**config.mk**
```make
export PLATFORM = sky130hd
export DESIGN_NAME = instr_sequencer
export DESIGN_NICKNAME = d
export VERILOG_FILES = /design/src/rtl/instr_sequencer_pkg.sv /design/src/rtl/instr_sequencer_sat_counter.sv /design/src/rtl/instr_sequencer.sv
export SDC_FILE = /design/constraint.sdc
export NUM_CORES = 1
export LEC_CHECK = 0
export ABC_AREA = 1
export ABC_CLOCK_PERIOD_IN_PS = 1800
export CORE_MARGIN = 5
export CORE_UTILIZATION = 35
export CTS_CLUSTER_DIAMETER = 200
export CTS_CLUSTER_SIZE = 30
export DETAILED_ROUTE_END_ITERATION = 7
export PLACE_DENSITY = 0.65
export SYNTH_ARGS = -nofsm -noshare
export SYNTH_HDL_FRONTEND = slang
export SYNTH_SLANG_ARGS = --single-unit
```
**constraint.sdc**
```tcl
create_clock -name Clk -period 1.8 [get_ports Clk]
set_clock_uncertainty 0.2 [all_clocks]
set_input_delay 0.27 -clock Clk [delete_from_list [all_inputs] [get_ports Clk]]
set_output_delay 0.27 -clock Clk [all_outputs]
set_load 0.1 [all_outputs]
```
**src/rtl/instr_sequencer_pkg.sv**
```systemverilog
// ============================================================================
// Module : instr_sequencer_pkg
// Brief  : Shared state encoding and start address for the control sequencer.
// Rev    : 1.0
// ============================================================================
`default_nettype none

package instr_sequencer_pkg;

  typedef enum logic [2:0] {
    S_IDLE  = 3'd0,
    S_INIT  = 3'd1,
    S_FETCH = 3'd2,
    S_EXEC  = 3'd3,
    S_MEM   = 3'd4,
    S_LUT2  = 3'd5,
    S_HALT  = 3'd6
  } seq_state_t;

  localparam logic [7:0] SEQ_START_ADDR = 8'd0;

endpackage

`default_nettype wire

```
**src/rtl/instr_sequencer_sat_counter.sv**
```systemverilog
// ============================================================================
// Module : sat_counter
// Brief  : Up-counter with sync reset, clear and saturation at all-ones.
// Rev    : 1.0
// ============================================================================
`default_nettype none

module sat_counter #(
  parameter int W = 16
) (
  input  logic         i_clk,
  input  logic         i_rst,
  input  logic         i_clr,
  input  logic         i_inc,
  output logic [W-1:0] o_cnt
);

  logic [W-1:0] cnt_q;
  logic [W-1:0] cnt_d;

  always_comb begin
    cnt_d = cnt_q;
    if (i_clr) begin
      cnt_d = '0;
    end else if (i_inc && (cnt_q != {W{1'b1}})) begin
      cnt_d = cnt_q + 1'b1;
    end
  end

  always_ff @(posedge i_clk) begin
    if (i_rst) begin
      cnt_q <= '0;
    end else begin
      cnt_q <= cnt_d;
    end
  end

  assign o_cnt = cnt_q;

endmodule

`default_nettype wire

```
**src/rtl/instr_sequencer.sv**
```systemverilog
// ============================================================================
// Module : instr_sequencer
// Brief  : Fetch/execute/memory/LUT control sequencer with Start/Done handshake.
// Rev    : 1.0
// ============================================================================
`default_nettype none

module instr_sequencer
  import instr_sequencer_pkg::*;
#(
  parameter int CNT_W       = 16,
  parameter int MEM_TIMEOUT = 8
) (
  input  logic             Clk,
  input  logic             Reset,
  input  logic             Start,
  input  logic             DecHalt,
  input  logic             DecRegWr,
  input  logic             DecMemRd,
  input  logic             DecMemWr,
  input  logic             DecBranch,
  input  logic             DecJump,
  input  logic             DecLUT2x,
  input  logic             BranchTaken,
  input  logic             MemReady,
  output logic             PcRst,
  output logic             PcEn,
  output logic             PcLoad,
  output logic             IrLoad,
  output logic             WbEn,
  output logic             MemReq,
  output logic             LutPhase,
  output logic             Busy,
  output logic             Done,
  output logic             Fault,
  output logic [CNT_W-1:0] CycleCnt,
  output logic [CNT_W-1:0] InstrCnt
);

  localparam int WAIT_W = $clog2(MEM_TIMEOUT + 1);

  seq_state_t        state_q, state_d;
  logic [WAIT_W-1:0] wait_q, wait_d;
  logic              fault_q, fault_d;
  logic              retire;
  logic              cnt_clr;

  always_comb begin
    state_d  = state_q;
    wait_d   = wait_q;
    fault_d  = fault_q;
    retire   = 1'b0;
    PcRst    = 1'b0;
    PcEn     = 1'b0;
    PcLoad   = 1'b0;
    IrLoad   = 1'b0;
    WbEn     = 1'b0;
    MemReq   = 1'b0;
    LutPhase = 1'b0;
    Busy     = 1'b0;
    Done     = 1'b0;
    case (state_q)
      S_IDLE: begin
        if (Start) state_d = S_INIT;
      end
      S_INIT: begin
        PcRst   = 1'b1;
        fault_d = 1'b0;
        if (!Start) state_d = S_FETCH;
      end
      S_FETCH: begin
        IrLoad  = 1'b1;
        Busy    = 1'b1;
        state_d = S_EXEC;
      end
      S_EXEC: begin
        Busy   = 1'b1;
        wait_d = '0;
        if (DecHalt) begin
          state_d = S_HALT;
        end else if (DecMemRd || DecMemWr) begin
          state_d = S_MEM;
        end else if (DecLUT2x) begin
          state_d = S_LUT2;
        end else begin
          PcEn    = 1'b1;
          PcLoad  = DecJump || (DecBranch && BranchTaken);
          WbEn    = DecRegWr;
          retire  = 1'b1;
          state_d = S_FETCH;
        end
      end
      S_MEM: begin
        Busy   = 1'b1;
        MemReq = 1'b1;
        wait_d = wait_q + 1'b1;
        // A completion on the final allowed cycle still counts as success.
        if (MemReady) begin
          PcEn    = 1'b1;
          WbEn    = DecMemRd && DecRegWr;
          retire  = 1'b1;
          state_d = S_FETCH;
        end else if (wait_q == WAIT_W'(MEM_TIMEOUT - 1)) begin
          fault_d = 1'b1;
          state_d = S_HALT;
        end
      end
      S_LUT2: begin
        Busy     = 1'b1;
        LutPhase = 1'b1;
        PcEn     = 1'b1;
        WbEn     = DecRegWr;
        retire   = 1'b1;
        state_d  = S_FETCH;
      end
      S_HALT: begin
        Done = 1'b1;
        if (Start) state_d = S_INIT;
      end
      default: begin
        state_d = S_IDLE;
      end
    endcase
  end

  always_ff @(posedge Clk) begin
    if (Reset) begin
      state_q <= S_IDLE;
      wait_q  <= '0;
      fault_q <= 1'b0;
    end else begin
      state_q <= state_d;
      wait_q  <= wait_d;
      fault_q <= fault_d;
    end
  end

  assign Fault   = fault_q;
  assign cnt_clr = (state_q == S_INIT);

  sat_counter #(.W(CNT_W)) u_cycle_cnt (
    .i_clk (Clk),
    .i_rst (Reset),
    .i_clr (cnt_clr),
    .i_inc (Busy),
    .o_cnt (CycleCnt)
  );

  sat_counter #(.W(CNT_W)) u_instr_cnt (
    .i_clk (Clk),
    .i_rst (Reset),
    .i_clr (cnt_clr),
    .i_inc (retire),
    .o_cnt (InstrCnt)
  );

endmodule

`default_nettype wire
```
### Word-level counts from Yosys, hierarchy flattened

Index checks and enable logic that the tools add are counted.

| operators by class | value |
|---|---|
| $add $sub $neg | 3 |
| equal/unequal tests | 14 |
| mux-type cells | 32 |
| reductions and logical operators | 14 |

Operators by type and width:

| operator | count |
|---|---|
| 16-bit by 1-bit adder with 16-bit output, second input constant | 2 |
| 16-bit != test, second input constant | 2 |
| 3-bit two-way mux | 7 |
| 1-bit two-way mux | 20 |
| 3-bit case mux with 6 select lines | 1 |
| 3-bit == test, second input constant | 3 |
| 4-bit case mux with 2 select lines | 1 |
| 3-bit by 2-bit == test with 1-bit output, second input constant | 2 |
| 2-bit != test, second input constant | 3 |
| 1-bit case mux with 3 select lines | 2 |
| 3-bit AND reduction | 2 |
| 4-bit by 1-bit adder with 4-bit output, second input constant | 1 |
| 4-bit by 3-bit == test with 1-bit output, second input constant | 1 |
| 1-bit logical AND | 4 |
| 2-bit nonzero test | 2 |
| 2-bit OR reduction | 2 |
| 4-bit OR reduction | 1 |
| 3-bit by 1-bit == test with 1-bit output, second input constant | 1 |
| 3-bit zero test | 1 |
| 3-bit != test, second input constant | 1 |
| 1-bit logical OR | 2 |
| 2-bit by 1-bit != test with 1-bit output, second input constant | 1 |
| 1-bit case mux with 2 select lines | 1 |

| word-level totals | value |
|---|---|
| flip-flop bits (word level) | 40 |
| input bits | 12 |
| output and inout bits | 42 |
| logic and storage cells | 68 |

### Depth between registers and ports, before layout

| logic depth | value |
|---|---|
| depth after elaboration | 6 |
| gate-level depth with buffers | 10 |
| depth with buffers taken out | 10 |

### Cells and area by module

A second synthesis with hierarchy kept.

| unflattened totals | value |
|---|---|
| cell total of the unflattened synthesis | 412 |
| area, all modules | 2633.8 µm² |

Modules (own cells, without submodules):

| module | times used | cells each | area an instance (µm²) | sequential area each (µm²) |
|---|---|---|---|---|
| sat_counter | 2 | 156 | 1004.7 | 320.3 |
| instr_sequencer | 1 | 100 | 624.3 | 160.2 |

### Worst setup path after synthesis

Ideal clock, no wire load.

| timing | value |
|---|---|
| path type | reg-to-output |
| from | reg state_q[1] |
| to | out WbEn |
| data arrival time | 2.701 ns |
| data required time | 1.330 ns |
| setup slack | -1.371 ns |
| cell stages (with the launch flop) | 6 |
| buffers on the path | 0 |
| path through | dfxtp_1 -> nor2_1 -> nand2_1 -> inv_2 -> nand3_1 -> a31oi_1 |

| on the way | value |
|---|---|
| cells in the longest elaborated chain, start to end | 2 |
| elaborated cells on any way between the ends | 4 |
| those cells by class | 3 x eq/ne; 1 x mux |

Ends and longest elaborated chain:

| element | line | RTL |
|---|---|---|
| from (decl) | instr_sequencer.sv:42 | `seq_state_t state_q, state_d;` |
| from (signal assigned) | instr_sequencer.sv:132 | `state_q <= state_d;` |
| 3-bit == test / 3-bit by 2-bit == test with 1-bit output (equally long branches) | instr_sequencer.sv:62 | `case (state_q)` |
| 1-bit case mux with 3 select lines * | instr_sequencer.sv:62 |  |
| to (decl) | instr_sequencer.sv:30 | `output logic WbEn,` |

Mark *: on every way between the ends. The rest lies on a longest branch, timed or not.

### Worst setup path after layout

Same ends and word-level chain as after synthesis.

==> impl_metrics.py <==
metrics = {
    "timing": {
        "max_freq_ghz": 0.520,
        "setup_ws_ps": -123,
        "finalSetupTns_ps": -643,
        "min_period_ps": 1920,
        "hold_viol_final": 0,
        "tightestPinTransition_ps": 356,
        "finalCritPeriodShare": 1.07,
        "relSlewSlack": 0.761,
        "finalSetupViolCount": 13,
        "maxSlewViolCount": 0,
        "grt_setup_unrepaired": "true",
    },
    "logic_synthesis": {
        "ys_seq_area_frac": 0.327,
        "syn_nets": 412,
        "syn_area_sq_mm": 0.00245,
        "avgSynthCellArea_sq_um": 6.18,
        "postSynthCellCount": 396,
        "synth_warnings": 0,
        "ys_ff_latch": 40,
        "ys_types": 29,
    },
    "clocking": {
        "root_buffer": "clkbuf_8",
        "ctsHoldBuffers": 0,
        "clock_latency_ps": 300,
        "numCtsBuffers": 5,
        "htree_levels": 2,
        "cts_max_path_buffers": 2,
        "clkSinkCount": 40,
        "cts_tree": "done",
        "clkTransAtPathRegs_ps": 80,
    },
    "grt": {
        "gr-usage-all-layers": 0.163,
        "first_global_vias": 2604,
        "grt_max_degree": 17,
        "grt_pass1_wl_mm": 11.8,
        "overflow": 0,
        "antenna_found_initial": 0,
    },
    "detailed_routing": {
        "wl_per_cell_microns": 13.2,
        "vias": 2846,
        "drt_first_iter_violations": 114,
        "dr.pass1.iters": 4,
        "drc": 0,
        "avgViaCountPerCell": 4.80,
        "totalWireLength_mm": 7.85,
        "postRouteAntennaNets": 0,
    },
    "placed_design": {
        "port-buffer-count": 53,
        "hpwl_mm": 5.16,
        "routabilityCongestion": 0.857,
        "dp.cells": 556,
    },
    "power": {
        "powerDensity_mw_per_mm2": 1030,
        "peakVddDrop_v": 0.00145,
        "p_leak_nw": 1.70,
    },
    "setup_path": {
        "endpoint_kind": "output pin",
        "path_common_cell": "nand2_2",
        "cp_cell_sequence": "inv_4, ha_4, inv_2, nand2_2, nand2_2, a31oi_4, buf_12",
        "r2r_slack_ps": -90,
        "crit_path_max_incr_delay_ps": 400,
        "arrival_ps": 1450,
        "crit_required_ps": 1330,
        "cp_max_fo": 7,
        "rr_startpoint": "state_q[0]",
        "critPathLaunchType": "flip-flop",
        "slowest_stage": "dfxtp_4",
        "cp-startpoint": "state_q[1]",
        "crit_type": "reg2out",
        "cp_top_family": "flip-flops",
        "cp_num_buf_inv": 3,
    },
    "floorplan": {
        "die_h_microns": 93.6,
        "num_rows": 30,
        "die_area_sq_mm": 0.00876,
        "dieWidth_microns": 93.6,
        "fp.coreArea_sq_mm": 0.00679,
        "start_util": 0.360,
        "pin_count": 54,
    },
    "min_path": {
        "hold_class": "reg2reg",
        "hold_start": "wait_q[0]",
    },
    "run_status": {
        "status": "finished, violations left",
        "violations": "setup timing",
    },
    "final_layout": {
        "antennaDiodeCount": 0,
        "stdcell_count": 593,
        "nets": 512,
        "layout-drive-gt1-share": 0.394,
        "syn_to_final_growth_pct": 78.2,
    },
    "job": {
        "max_cap_viol_count": 0,
    },
}
## timing repair
action | 4_1_cts | 5_1_grt
setup buffers | 12 | 14
resized for setup | 22 | 56
pin swaps | 12 | 25
gates cloned | 0 | 4
endpoints found under the setup margin | 9 | 37
## layout make-up
cell class	count	area [sq um]
multi-input cells	309	1740
well taps	96	120
clock buffers	6	93.8
clock inverters	2	12.5
fillers	542	2430
flip-flops and latches	40	883
repair inverters	1	5.00
inverters	41	176
repair buffers	98	1330
## Yosys cell counts
cell type | count | area (sq um)
a21oi_2 | 1 | 8.76
nor2_1 | 55 | 206
nand4_1 | 8 | 50.1
a211oi_1 | 1 | 7.51
nand2_1 | 132 | 495
a31oi_1 | 1 | 6.26
o22ai_1 | 1 | 6.26
nand2_2 | 4 | 25.0
nor2_2 | 2 | 12.5
o21ai_0 | 11 | 55.1
nor3b_1 | 1 | 7.51
xnor2_1 | 6 | 52.6
ha_1 | 4 | 50.1
nor3_1 | 2 | 10.0
buf_2 | 4 | 20.0
nand2_4 | 1 | 11.3
inv_1 | 37 | 139
inv_2 | 4 | 15.0
nor2_4 | 1 | 11.3
nand3_1 | 32 | 160
buf_6 | 2 | 22.5
buf_4 | 1 | 7.51
a21oi_1 | 32 | 160
nand3_2 | 2 | 20.0
dfxtp_1 | 40 | 801
nand3b_1 | 3 | 22.5
o211ai_1 | 2 | 15.0
o21ai_1 | 1 | 5.00
xor2_1 | 5 | 43.8
## registers in the layout, indices dropped and copies added, names as in the netlist
name / cells
Fault: 1
u_instr_cnt.o_cnt: 16
state_q: 3
wait_q: 4
u_cycle_cnt.o_cnt: 16
## cell usage in the layout (no fill, tap or decap), types with 11 or more instances in the layout
| master | instances |
|---|---|
| nand2_1 | 120 |
| nor2_1 | 49 |
| buf_12 | 42 |
| inv_1 | 32 |
| buf_4 | 32 |
| nand3_1 | 22 |
| a21oi_1 | 22 |
| dfxtp_2 | 18 |
| dfxtp_4 | 16 |
| buf_6 | 11 |
## worst paths after layout
check,to,cells after the start
setup reg to reg,u_instr_cnt.o_cnt[5],11
hold / removal,wait_q[0],1
setup / recovery,WbEn,7
hold reg to reg,wait_q[0],1
## cell families after synthesis
family / count (synthesis) / share of synthesized area
and+or+nand+nor: 243 / 0.422
AOI/OAI and AO/OA: 50 / 0.108
buffers and inverters: 48 / 0.0833
DFF: 40 / 0.327
xor gates and xnor gates: 11 / 0.0394
adders and majority gates: 4 / 0.0205
## metrics by stage
stage	area (sq um)	hold WS [ps]	worst slack, ps	power (mW)	utilization
final	4360	290	-123	4.48	0.642
after floorplan	2620	132	-379	2.55	-
after global routing	4360	315	-199	4.71	0.642
after global placement	3760	267	-277	3.21	0.554
after CTS	4020	286	-88.1	4.10	0.591
after detailed placement	3760	274	-339	3.24	0.554
## layer usage
layer | global-route usage | routed length (microns)
met1 | 0.208 | 3430
met2 | 0.281 | 4030
met3 | 0.0265 | 260
met4 | 0.0493 | 121
met5 | 0 | 0
## report_power, final
group | internal [mW] | total [mW] | switching [mW]
logic | 1.02 | 2.69 | 1.67
registers | 0.965 | 1.09 | 0.123
clock network | 0.355 | 0.703 | 0.348
Note: power is estimated with default switching activity, not from simulation.
